`config.mk`:
```
export PLATFORM = sky130hd
export DESIGN_NAME = fetch_queue_flat
export DESIGN_NICKNAME = d
export VERILOG_FILES = /design/src/rtl/fetch_queue_pkg.sv /design/src/rtl/fetch_queue_if.sv /design/src/rtl/fetch_queue_sync_fifo.sv /design/src/rtl/fetch_queue.sv /design/src/flat_wrapper.sv
export SDC_FILE = /design/constraint.sdc
export NUM_CORES = 1
export LEC_CHECK = 0
export CELL_PAD_IN_SITES_DETAIL_PLACEMENT = 1
export CELL_PAD_IN_SITES_GLOBAL_PLACEMENT = 2
export CORE_MARGIN = 2
export CORE_UTILIZATION = 40
export DETAILED_ROUTE_END_ITERATION = 8
export PLACE_DENSITY_LB_ADDON = 0.1
export SLEW_MARGIN = 15
export SYNTH_ARGS = -nofsm -noshare
export SYNTH_HDL_FRONTEND = slang
export SYNTH_SLANG_ARGS = --single-unit
```
`constraint.sdc`:
```
create_clock -name clk -period 4.3 [get_ports clk]
set_input_delay 0.43 -clock clk [delete_from_list [all_inputs] [get_ports clk]]
set_output_delay 0.43 -clock clk [all_outputs]
set_load 0.1 [all_outputs]
```
`src/rtl/fetch_queue_pkg.sv`:
```
// Shared fetch-stage types and constants: instruction width, word step, default reset PC.
// Pure declarations; no timing or flow-control behaviour lives here.
package fetch_queue_pkg;

  localparam int INSTR_W = 32;
  localparam logic [INSTR_W-1:0] WORD_STEP = 32'd4;
  localparam logic [INSTR_W-1:0] DEFAULT_RESET_PC = 32'h0000_0000;

  typedef struct packed {
    logic [INSTR_W-1:0] pc;
    logic [INSTR_W-1:0] instr;
  } fq_entry_t;

  function automatic logic [INSTR_W-1:0] word_align(input logic [INSTR_W-1:0] pc);
    return pc & ~32'h3;
  endfunction

endpackage

```
`src/rtl/fetch_queue_if.sv`:
```
// Fetch-stage bundle: redirect, imem request/response and IF/ID output handshakes.
// master = fetch_queue view; slave = the surrounding memory / pipeline view.
interface fetch_queue_if;
  import fetch_queue_pkg::*;

  logic               redirect_valid;
  logic [INSTR_W-1:0] redirect_pc;
  logic               imem_req_valid;
  logic [INSTR_W-1:0] imem_req_addr;
  logic               imem_req_ready;
  logic               imem_resp_valid;
  logic [INSTR_W-1:0] imem_resp_data;
  logic               out_valid;
  logic [INSTR_W-1:0] out_instr;
  logic [INSTR_W-1:0] out_pc_plus4;
  logic               out_ready;

  modport master (
    input  redirect_valid, redirect_pc, imem_req_ready, imem_resp_valid, imem_resp_data, out_ready,
    output imem_req_valid, imem_req_addr, out_valid, out_instr, out_pc_plus4
  );

  modport slave (
    output redirect_valid, redirect_pc, imem_req_ready, imem_resp_valid, imem_resp_data, out_ready,
    input  imem_req_valid, imem_req_addr, out_valid, out_instr, out_pc_plus4
  );

endinterface

```
`src/rtl/fetch_queue_sync_fifo.sv`:
```
// In-order storage queue with flush; write visible at the head one cycle after push.
// No internal backpressure: the caller must never push when full or pop when empty.
module fetch_queue_sync_fifo #(
  parameter int WIDTH = 64,
  parameter int DEPTH = 4
) (
  input  logic                     clk,
  input  logic                     reset,
  input  logic                     push,
  input  logic [WIDTH-1:0]         push_data,
  input  logic                     pop,
  input  logic                     flush,
  output logic                     full,
  output logic                     empty,
  output logic [$clog2(DEPTH):0]   count,
  output logic [WIDTH-1:0]         head_data
);
  localparam int AW = $clog2(DEPTH);
  localparam int CW = AW + 1;

  logic [WIDTH-1:0] mem [DEPTH];
  logic [AW-1:0]    wr_ptr, rd_ptr;
  logic             do_pop;

  assign do_pop    = pop && !empty;
  assign full      = (count == CW'(DEPTH));
  assign empty     = (count == '0);
  assign head_data = mem[rd_ptr];

  // Pointers wrap naturally because DEPTH is a power of two.
  always_ff @(posedge clk) begin
    if (reset || flush) begin
      wr_ptr <= '0;
      rd_ptr <= '0;
      count  <= '0;
    end else begin
      if (push) begin
        mem[wr_ptr] <= push_data;
        wr_ptr      <= wr_ptr + AW'(1);
      end
      if (do_pop) begin
        rd_ptr <= rd_ptr + AW'(1);
      end
      case ({push, do_pop})
        2'b10:   count <= count + CW'(1);
        2'b01:   count <= count - CW'(1);
        default: count <= count;
      endcase
    end
  end

endmodule

```
`src/rtl/fetch_queue.sv`:
```
// Instruction prefetch: credit-limited sequential fetch into a DEPTH-entry queue, flushed on redirect.
// Response-to-out_valid is one cycle; requests stop when queued + in-flight reaches DEPTH.
module fetch_queue
  import fetch_queue_pkg::*;
#(
  parameter int                 DEPTH    = 4,
  parameter logic [INSTR_W-1:0] RESET_PC = DEFAULT_RESET_PC
) (
  input  logic          clk,
  input  logic          reset,
  fetch_queue_if.master bus
);
  localparam int CW = $clog2(DEPTH) + 1;
  localparam logic [CW-1:0] ONE     = CW'(1);
  localparam logic [CW-1:0] DEPTH_C = CW'(DEPTH);

  logic [INSTR_W-1:0] fetch_pc;
  logic [INSTR_W-1:0] resp_pc;
  logic [INSTR_W-1:0] redirect_target;
  logic [CW-1:0]      inflight, inflight_nxt, discard, fifo_count, committed;
  logic               req_fire, push, drop_old, pop;
  logic               fifo_full, fifo_empty;
  fq_entry_t          push_entry, head_entry;

  assign committed       = fifo_count + inflight;
  assign redirect_target = word_align(bus.redirect_pc);

  assign bus.imem_req_valid = !reset && !bus.redirect_valid && (committed < DEPTH_C);
  assign bus.imem_req_addr  = fetch_pc;

  assign req_fire = bus.imem_req_valid && bus.imem_req_ready;
  assign drop_old = bus.imem_resp_valid && (discard != '0);
  assign push     = bus.imem_resp_valid && (discard == '0) && !bus.redirect_valid;
  assign pop      = bus.out_valid && bus.out_ready && !bus.redirect_valid;

  // Responses come back in order, so the next kept response always belongs to resp_pc.
  assign push_entry = '{pc: resp_pc, instr: bus.imem_resp_data};

  assign bus.out_valid    = !fifo_empty;
  assign bus.out_instr    = fifo_empty ? '0 : head_entry.instr;
  assign bus.out_pc_plus4 = fifo_empty ? (RESET_PC + WORD_STEP) : (head_entry.pc + WORD_STEP);

  always_comb begin
    inflight_nxt = inflight;
    if (req_fire)            inflight_nxt = inflight_nxt + ONE;
    if (bus.imem_resp_valid) inflight_nxt = inflight_nxt - ONE;
  end

  always_ff @(posedge clk) begin
    if (reset) begin
      fetch_pc <= RESET_PC;
      resp_pc  <= RESET_PC;
      inflight <= '0;
      discard  <= '0;
    end else begin
      inflight <= inflight_nxt;
      if (bus.redirect_valid) begin
        // Every request still outstanding after this cycle, old-discard ones included, is stale.
        fetch_pc <= redirect_target;
        resp_pc  <= redirect_target;
        discard  <= inflight_nxt;
      end else begin
        if (req_fire) fetch_pc <= fetch_pc + WORD_STEP;
        if (push)     resp_pc  <= resp_pc + WORD_STEP;
        if (drop_old) discard  <= discard - ONE;
      end
    end
  end

  always_ff @(posedge clk) begin
    if (!reset) begin
      assert (!(push && fifo_full));
    end
  end

  fetch_queue_sync_fifo #(
    .WIDTH ($bits(fq_entry_t)),
    .DEPTH (DEPTH)
  ) u_fifo (
    .clk       (clk),
    .reset     (reset),
    .push      (push),
    .push_data (push_entry),
    .pop       (pop),
    .flush     (bus.redirect_valid),
    .full      (fifo_full),
    .empty     (fifo_empty),
    .count     (fifo_count),
    .head_data (head_entry)
  );

endmodule

```
`src/flat_wrapper.sv`:
```
// flat-port wrapper written by rule: the top's interface ports become plain ports
module fetch_queue_flat import fetch_queue_pkg::*;
#(
  parameter int                 DEPTH    = 4,
  parameter logic [INSTR_W-1:0] RESET_PC = DEFAULT_RESET_PC
)
  (clk, reset, bus_redirect_valid, bus_redirect_pc, bus_imem_req_ready, bus_imem_resp_valid, bus_imem_resp_data, bus_out_ready, bus_imem_req_valid, bus_imem_req_addr, bus_out_valid, bus_out_instr, bus_out_pc_plus4);
  fetch_queue_if bus_i ();
  input  logic clk;
  input  logic reset;
  input wire logic [$bits(bus_i.redirect_valid)-1:0] bus_redirect_valid;
  input wire logic [$bits(bus_i.redirect_pc)-1:0] bus_redirect_pc;
  input wire logic [$bits(bus_i.imem_req_ready)-1:0] bus_imem_req_ready;
  input wire logic [$bits(bus_i.imem_resp_valid)-1:0] bus_imem_resp_valid;
  input wire logic [$bits(bus_i.imem_resp_data)-1:0] bus_imem_resp_data;
  input wire logic [$bits(bus_i.out_ready)-1:0] bus_out_ready;
  output wire logic [$bits(bus_i.imem_req_valid)-1:0] bus_imem_req_valid;
  output wire logic [$bits(bus_i.imem_req_addr)-1:0] bus_imem_req_addr;
  output wire logic [$bits(bus_i.out_valid)-1:0] bus_out_valid;
  output wire logic [$bits(bus_i.out_instr)-1:0] bus_out_instr;
  output wire logic [$bits(bus_i.out_pc_plus4)-1:0] bus_out_pc_plus4;
  assign bus_i.redirect_valid = bus_redirect_valid;
  assign bus_i.redirect_pc = bus_redirect_pc;
  assign bus_i.imem_req_ready = bus_imem_req_ready;
  assign bus_i.imem_resp_valid = bus_imem_resp_valid;
  assign bus_i.imem_resp_data = bus_imem_resp_data;
  assign bus_i.out_ready = bus_out_ready;
  assign bus_imem_req_valid = bus_i.imem_req_valid;
  assign bus_imem_req_addr = bus_i.imem_req_addr;
  assign bus_out_valid = bus_i.out_valid;
  assign bus_out_instr = bus_i.out_instr;
  assign bus_out_pc_plus4 = bus_i.out_pc_plus4;
  fetch_queue #(.DEPTH(DEPTH), .RESET_PC(RESET_PC)) u_core (.clk(clk), .reset(reset), .bus(bus_i));
endmodule
```
==> run_results.csv <==
group,metric,value,unit
grt,grt-ovfl-total,0,
routing,vias,9074,
power,leakagePower,5.57,nW
grt,grt_first_pass_wirelength,54500,µm
routing,route.met3.wl,1630,µm
die,core_area,34700,µm²
routing,routed_wirelength,34600,µm
yosys,synth_area,14100,µm²
worst_setup_path,end_kind,"output port",
die,placementRows,68,
routing,drt-vias-per-instance,5.53,
grt,grt_max_degree,74,
cells_and_area,num_antenna_cells,0,
sta,min_period,4040,ps
yosys,netlist_instances,995,
sta,finalSetupViolCount,0,
routing,wl_met2,15900,µm
yosys,syn_area_per_cell,14.2,µm²
power,peakVddDrop,0.277,mV
sta,rsz0062_at_grt,"no",
placed_design,io_buffers,161,
die,ios,168,
worst_setup_path,crit_type,"flop to output port",
cells_and_area,drive_gt1_frac,0.174,
sta,slew-limit-headroom,0.334,
routing,ant_nets,0,
clock_network,tritoncts,"yes",
die,die_area,36900,µm²
clock_network,cts_resized,0,
sta,period_share,0.940,
clock_network,h-tree-depth,2,
die,start_util,0.407,
grt,grt_pass1_vias,9452,
worst_setup_path,required,3870,ps
routing,drt_pass1_iterations,4,
cells_and_area,design_area,17300,µm²
yosys,synth_edf_count,248,
grt,grt.total_usage,0.192,
power,p_per_area,405,nW/µm²
cells_and_area,nets,1249,
cells_and_area,layout_common_cells,"248 x edfxtp_1, 96 x clkdlybuf4s50_1, 75 x buf_4",
yosys,ys_ff_latch,323,
clock_network,numCtsBuffers,36,
cells_and_area,final_common_cell,"edfxtp_1",
die,die_y,192,µm
cells_and_area,area_growth,22.7,%
yosys,yosysWarnings,0,
worst_hold_path,hold_path_class,"input port to flop",
routing,drt-met1-wl,16500,µm
yosys,seq_area_frac_synth,0.633,
sta,finClkSkew,15.4,ps
routing,detail_route.wl_per_cell,21.0,µm
routing,top_layer,"met4",
placed_design,place_area,16300,µm²
clock_network,cts_max_path_buffers,3,
clock_network,cts_setup_buffers,0,
yosys,synth-main-ff-cell,"edfxtp_1",
sta,fmax,247,MHz
clock_network,ctsRootBufferMaster,"clkbuf_16",
sta,hold_viol_final,0,
sta,maxSlewViolCount,0,
clock_network,cts_sinks,323,
clock_network,clock_latency,530,ps
yosys,synth_cell_types,60,
sta,worst_slew_pin_slew,996,ps
routing,first_iter_violations,501,
run,cap_violations,0,
routing,drc,0,
worst_setup_path,critPathLaunchType,"flop",
yosys,ys_async_sr_fraction,0,
sta,finalSetupTns,0,ps
placed_design,dpl.hpwl,22600,µm
grt,antenna_found_initial,0,
placed_design,gp_congestion,0.768,
clock_network,clk_pin_slew,60,ps
worst_setup_path,crit_arrival,3610,ps
die,die_w,192,µm
run_status,outcome,"finished clean",
clock_network,postCtsHoldBufs,0,
worst_setup_path,cp_max_fo,25,
## final cells by class
cell class                 instances  area [µm²]
tap                              455         569
fill                            3494       17400
clock inverter                    13        72.6
clock buffer                      47         963
sequential                       323        8950
multi-input combinational        591        4840
inverter                          25        93.8
timing repair buffer             188        1850
## cells in the mapped netlist (3+ instances only)
cell type / count / area, µm²
a311oi_1: 9 / 78.8
nor3_1: 17 / 85.1
a211oi_1: 9 / 67.6
nor4_1: 13 / 81.3
xnor2_1: 40 / 350
and4_1: 6 / 52.6
a21oi_1: 31 / 155
or3_1: 18 / 113
o21ai_0: 21 / 105
nand3_1: 35 / 175
inv_1: 23 / 86.3
buf_4: 6 / 45.0
o311ai_0: 12 / 105
or4_1: 17 / 128
buf_2: 6 / 30.0
nand4_1: 21 / 131
o31a_1: 5 / 43.8
nor2_1: 49 / 184
and3_1: 16 / 100
nor3b_1: 3 / 22.5
clkbuf_1: 44 / 165
dfxtp_1: 75 / 1500
mux4_2: 53 / 1190
xor2_1: 13 / 114
o21a_1: 8 / 60.1
or2_2: 4 / 25.0
edfxtp_1: 248 / 7450
o31ai_1: 12 / 90.1
nor4b_1: 5 / 43.8
nor2b_1: 3 / 18.8
mux4_1: 9 / 236
ha_1: 13 / 163
a31oi_1: 21 / 131
nand2_1: 52 / 195
and2_1: 37 / 231
a21boi_0: 12 / 90.1
## layer usage
metal	global-route usage	up-vias
met5	0	-
li1	-	4232
met2	0.308	224
met1	0.274	4579
met4	0.0458	0
met3	0.0294	39
## cell families after synthesis
family	count (synthesis)	synth area share
AOI/OAI and AO/OA	150	0.0718
adders and majority gates	14	0.0129
and+or+nand+nor	305	0.119
muxes	65	0.103
buffers and inverters	84	0.0266
other	1	0.000265
xor gates and xnor gates	53	0.0328
DFF	323	0.633
## registers in the layout, indices dropped and copies added, names as in the netlist, named ones only
signal	cells
u_core.u_fifo.count	3
u_core.bus.imem_req_addr	30
u_core.u_fifo.rd_ptr	2
u_core.discard	3
u_core.resp_pc	30
u_core.u_fifo.wr_ptr	2
u_core.inflight	3
u_core.u_fifo.mem	248
## path summary, 6_finish.rpt
check	startpoint	to	slack (ps)	depth (start not counted)
hold reg to reg	u_core.u_fifo.rd_ptr[1]	u_core.u_fifo.rd_ptr[1]	540	2
hold / removal	reset	u_core.u_fifo.count[1]	510	5
setup / recovery	flop	bus_out_pc_plus4[26]	260	6
setup reg to reg	u_core.u_fifo.count[1]	u_core.inflight[2]	1440	10
## metrics by stage
stage	worst slack (ps)	utilization	power, mW	std cells	hold slack (ps)
final	259	0.499	7.02	1642	513
after global routing	56.1	0.499	7.28	1642	542
after CTS	203	0.499	7.11	1642	523
after detailed placement	770	0.469	4.33	1582	520
after global placement	758	0.469	4.32	1582	512
after floorplan	73.3	-	4.06	998	475
## critical path, stage by stage, from the launching register on
cell     delay, ps
dfxtp_4        640
mux4_1         450
nand4_2        250
or4_4          610
or4_1          560
a21oi_1        330
buf_12         220
## report_power, final
group / leakage (nW) / internal, mW / switching, mW / total, mW
Clock: 0.496 / 1.57 / 1.19 / 2.76
Combinational: 2.20 / 0.235 / 0.505 / 0.740
Sequential: 2.87 / 3.44 / 0.0829 / 3.52
Power figures use the tool's default switching activity.
==> edit 1 (config.mk and constraints unchanged) <==
`DEPTH` is set to 4 in 3 places; all go to 2.
--- a/src/rtl/fetch_queue_sync_fifo.sv
+++ b/src/rtl/fetch_queue_sync_fifo.sv
@@ -2,7 +2,7 @@
 // No internal backpressure: the caller must never push when full or pop when empty.
 module fetch_queue_sync_fifo #(
   parameter int WIDTH = 64,
-  parameter int DEPTH = 4
+  parameter int DEPTH = 2
 ) (
   input  logic                     clk,
   input  logic                     reset,
--- a/src/rtl/fetch_queue.sv
+++ b/src/rtl/fetch_queue.sv
@@ -3,7 +3,7 @@
 module fetch_queue
   import fetch_queue_pkg::*;
 #(
-  parameter int                 DEPTH    = 4,
+  parameter int                 DEPTH    = 2,
   parameter logic [INSTR_W-1:0] RESET_PC = DEFAULT_RESET_PC
 ) (
   input  logic          clk,
--- a/src/flat_wrapper.sv
+++ b/src/flat_wrapper.sv
@@ -1,7 +1,7 @@
 // flat-port wrapper written by rule: the top's interface ports become plain ports
 module fetch_queue_flat import fetch_queue_pkg::*;
 #(
-  parameter int                 DEPTH    = 4,
+  parameter int                 DEPTH    = 2,
   parameter logic [INSTR_W-1:0] RESET_PC = DEFAULT_RESET_PC
 )
   (clk, reset, bus_redirect_valid, bus_redirect_pc, bus_imem_req_ready, bus_imem_resp_valid, bus_imem_resp_data, bus_out_ready, bus_imem_req_valid, bus_imem_req_addr, bus_out_valid, bus_out_instr, bus_out_pc_plus4);
Function: changed (Yosys sat finds a counterexample within 4 cycles, from zero or initial values and one cycle with reset high).
==> edit 1 against the original RTL <==
  * Fmax grew 4.5%
  * Clock skew increased by 0.0012 ns
  * Final area fell by 32%
  * Count of clock-buffer cells in the layout decreased by 29
  * Sequential share of layout area fell by 8.0 points
  * Global-route usage increased by 0.52 points
  * Sequential cell count is 130 lower
  * Routed wire length fell by 32%
  * Worst setup slack better by 0.17 ns
  * Area after synthesis fell by 35%
  * Power fell by 37%
==> edit 1: results (changes against the original RTL) <==
Clock network
  • CTS Buf Count: 17 (was 36)
  • Clock latency on the worst-skew pair: 0.44 ns (was 0.53 ns)

Routing
  • DRT iter0 DRCs: 313 (was 501)
  • Metal1 wirelength: 11.3 mm (was 16.5 mm)

Layout
  • Layout cells sized above 1: 13.9% (was 17.4%)
  • Multi-input logic area: 3850 um2 (was 4840 um2)

Critical path
  • Worst reg2reg endpoint: u_core.resp_pc[29]$_SDFFE_PP0P_ (was u_core.inflight[2]$_SDFF_PP0_)
  • CP max stage delay: 0.72 ns (was 0.64 ns)
  • Critical Path AT: 3.44 ns (was 3.61 ns)
  • CP Max Fanout: 43 (was 25)
  • RR Startpoint: u_core.resp_pc[10]$_SDFFE_PP0P_ (was u_core.u_fifo.count[1]$_SDFFE_PP0P_)

Timing
  • Worst slew margin: 34.2% (was 33.4%)
  • Hold_ws: 0.502 ns (was 0.513 ns)
  • Post-route minimum period: 3.87 ns (was 4.04 ns)

Worst hold path
  • Min-Delay Path Depth: 0 (was 5)
  • Worst hold endpoint: u_core.u_fifo.mem[1][63]$_DFFE_PP_ (was u_core.u_fifo.count[1]$_SDFFE_PP0P_)

GRT
  • Tot GR Track Use: 19.7% (was 19.2%)
  • Routing usage on met1: 26.3% (was 27.4%)
  • Maximum number of pins on one net before global-route repair: 63 (was 74)
  • Vias in the first global route: 7,078 (was 9,452)

Yosys
  • Post-synthesis cell count: 814 (was 995)
  • Netlist cell types: 56 (was 60)
  • Post-synthesis mux area share: 7.57% (was 10.3%)
  • Post-synth EDFFs: 124 (was 248)

Pwr
  • Worst IR drop on VDD: 0.000229 V (was 0.000277 V)
  • LEAKAGE: 3.86 nW (was 5.57 nW)

Placed design
  • Hpwl dp: 16.7 mm (was 22.6 mm)

Status
  • Outcome: complete, no violations (unchanged)
edit 1: changes by cell type after synthesis, moves of 12 or more:
cell / delta
or4_1: -12
mux4_2: -53
mux2i_1: +55
a21boi_0: +20
edfxtp_1: -124
xor2_1: +12
and2_1: -33
nor2_1: +22
clkbuf_1: -16
or3_1: -15
a31oi_1: -13
o21a_1: +23
a21oi_1: -17
edit 1: report_power, final:
part	total, mW	internal, mW	switching (mW)
registers	2.12	2.04	0.0780
clock network	1.62	0.880	0.743
logic	0.685	0.219	0.466
total	4.43	3.14	1.29
edit 1: cell type report:
| type | count | area share, % |
|---|---|---|
| Sequential cell | 193 | 43.6 |
| Timing Repair Buffer | 176 | 14.8 |
| Clock buffer | 18 | 3.66 |
| Clock inverter | 14 | 1.48 |
| Tap cell | 285 | 3.04 |
| Multi-Input combinational cell | 561 | 32.9 |
| Inverter | 18 | 0.577 |
==> edit 2 (same settings) <==
Without the edit above. Reset style: asynchronous (`reset`), changed in one clocked block.
--- a/src/rtl/fetch_queue.sv
+++ b/src/rtl/fetch_queue.sv
@@ -46,7 +46,7 @@
     if (bus.imem_resp_valid) inflight_nxt = inflight_nxt - ONE;
   end
 
-  always_ff @(posedge clk) begin
+  always_ff @(posedge clk or posedge reset) begin
     if (reset) begin
       fetch_pc <= RESET_PC;
       resp_pc  <= RESET_PC;
Formal check against the unedited RTL: differs if reset is asserted again (counterexample within 4 cycles, from zero or initial values and one cycle with reset high); with reset held inactive, the same outputs for 4 cycles.
==> edit 2 against the original RTL <==
  * Synthesized cell count grew 0.40%
  * Final cell count rose by 0.79%
  * Fmax up 5.9%
  * Worst setup slack better by 0.23 ns
  * Count of clock-buffer cells in the layout shrank 2
  * Non-clock buffer count shrank 9
  * Routed wire length increased by 1.2%
  * Power grew 12%
  * Final area up 1.7%
  * Area after synthesis increased by 2.4%
  * Sequential cell count is the same
  * Highest routed layer unchanged
==> edit 2: results (changes against the original RTL) <==
Yosys
  • Synth cell count leaders: edfxtp_1, nand2_1, dfrtp_1 (was edfxtp_1, dfxtp_1, mux4_2)
  • Post-synth ARST share: 20.4% (was 0%)
  • Yosys warnings: 0 (unchanged)
  • Netlist cell types: 65 (was 60)
  • Top FF cell, synth: edfxtp_1 (unchanged)
  • Post-synth EDFFs: 248 (unchanged)
  • Synth top area cells: edfxtp_1, dfrtp_1, mux4_2 (was edfxtp_1, dfxtp_1, mux4_2)
  • Sequential area share after synthesis: 64.1% (was 63.3%)

Status
  • Outcome: complete, no violations (unchanged)

GRT
  • Maximum number of pins on one net before global-route repair: 67 (was 74)
  • First-pass GRT wire length: 55.8 mm (was 54.5 mm)
  • Tot GR Track Use: 18.7% (was 19.2%)
  • Initial antenna violation count: 0 (unchanged)
  • Vias in the first global route: 9,649 (was 9,452)

Critical path
  • Critical Path AT: 3.39 ns (was 3.61 ns)
  • CP max stage delay: 0.62 ns (was 0.64 ns)
  • CP Max Fanout: 23 (was 25)
  • CP max-delay cell: dfxtp_4 (unchanged)

Clock network
  • CTS H-Tree Depth: 2 (unchanged)
  • CTS Buf Count: 36 (unchanged)
  • CTS resizes: 0 (unchanged)
  • Clock buffer depth: 3 (unchanged)
  • Clock Pin Slew Worst Setup and Hold Paths: 0.06 ns (about the same)
  • CTS root buf: clkbuf_16 (unchanged)
  • Clock latency on the worst-skew pair: 0.52 ns
  • Post-CTS Setup Bufs: 0 (unchanged)

Placed design
  • Hpwl dp: 23.2 mm (was 22.6 mm)
  • Dpl cell area: 16,400 um2 (was 16,300 um2)
  • Gp weighted congestion: 0.738 (was 0.768)
  • Port-buffer cells: 161 (unchanged)

Pwr
  • Worst IR drop on VDD: 0.000267 V (was 0.000277 V)
  • Clk pwr: 3.12 mW (was 2.76 mW)
  • Internal: 5.74 mW (was 5.25 mW)
  • Logic pwr share: 14.0% (was 10.5%)
  • LEAKAGE: 6.01 nW (was 5.57 nW)

Routing
  • Final wirelength: 35.0 mm (was 34.6 mm)
  • Vias/cell: 5.43 (was 5.53)
  • Pre-Repair DR Iteration Count: 5 (was 4)
  • DRT iter0 DRCs: 433 (was 501)

Layout
  • ANT cells: 0 (unchanged)
  • Layout cells sized above 1: 18.8% (was 17.4%)
  • Final Cell Area: 17,600 um2 (was 17,300 um2)
  • Max reg flops: 248 (unchanged)
  • Fill cell count: 3,546 (was 3,494)
  • Nets@finish: 1,251 (was 1,249)
  • Biggest register: u_core.u_fifo.mem (unchanged)

Worst hold path
  • Min-delay worst type: in2reg (unchanged)

Timing
  • Max-slew violation count: 0 (unchanged)
  • Setup Skew: 0.0188 ns (was 0.0154 ns)
  • Worst slew margin: 33.5% (was 33.4%)

Run
  • Max_cap viols: 0 (unchanged)
edit 2: changes by cell type in the layout (fill, tap and decap cells not counted), moves of 11 or more:
cell      before  now
a21boi_0      12    0
a31oi_1       21   10
buf_12        16    4
dfrtp_1        0   66
dfxtp_1       73    7
nand2_1       52   83
o21ai_0       21   39
xnor2_1       40   21
xor2_1        13   24
edit 2: path summary, 6_finish.rpt:
check,startpoint,endpoint,slack (ns),cells past startpoint
worst max-delay path,register,bus_out_pc_plus4[26],0.48,7
worst min-delay path,bus_redirect_valid,u_core.bus.imem_req_addr[25]$_DFFE_PP0P_,0.46,3
worst max register to register,u_core.inflight[1]$_DFF_PP0_,u_core.bus.imem_req_addr[30]$_DFFE_PP0P_,1.44,7
worst min register to register,u_core.u_fifo.wr_ptr[1]$_SDFFE_PP0P_,u_core.u_fifo.wr_ptr[1]$_SDFFE_PP0P_,0.50,2
max in group asynchronous,reset,u_core.resp_pc[16]$_DFFE_PP0N_,2.99,3
min in group asynchronous,reset,u_core.bus.imem_req_addr[20]$_DFFE_PP0P_,0.73,3
edit 2: metal layers:
metal / part of all wire, % / track usage, % / vias to the layer above
li1: - / - / 4192
met1: 47 / 26.7 / 4550
met2: 47 / 30.7 / 216
met3: 4.4 / 2.87 / 36
met4: 1.3 / 3.62 / 0
met5: 0 / 0 / -
edit 2: stage by stage:
step | power (mW) | instances | hold WS, ns | setup WS (ns)
after floorplan | 4.47 | 1002 | 0.469 | 0.270
after global placement | 4.82 | 1590 | 0.494 | 0.962
after detailed placement | 4.84 | 1590 | 0.502 | 0.948
after CTS | 7.98 | 1655 | 0.450 | 0.409
after global routing | 8.19 | 1655 | 0.482 | 0.265
final | 7.89 | 1655 | 0.461 | 0.485
edit 2: final cells by class:
type / instances / share of cell area, %
Clock buffer: 45 / 5.48
Clock inverter: 20 / 1.36
Inverter: 33 / 0.702
Multi-Input combinational cell: 594 / 27.3
Sequential cell: 323 / 52.7
Tap cell: 461 / 3.27
Timing Repair Buffer: 179 / 9.25
edit 2: cells by family (layout without fill, tap and decap cells):
logic type               count (synthesis)  after routing  synth area share (%)
AND/OR/NAND/NOR                        325            325                  12.4
flip-flops                             323            323                  64.1
AO/OA/AOI/OAI                          132            132                  5.84
buffers and inverters                   85            277                  2.88
multiplexers                            74             74                  10.8
XOR/XNOR                                45             45                  2.72
adder cells (fa/ha/maj)                 14             14                  1.26
other                                    1              4                0.0259
edit 2: worst max-delay path, delay by kind of cell (launching register included):
kind | cells | cell delay, ns
buf+inv | 1 | 0.32
flops | 1 | 0.62
simple gates | 3 | 1.14
mux | 1 | 0.37
compound gates | 1 | 0.18
fa+ha+maj | 1 | 0.21
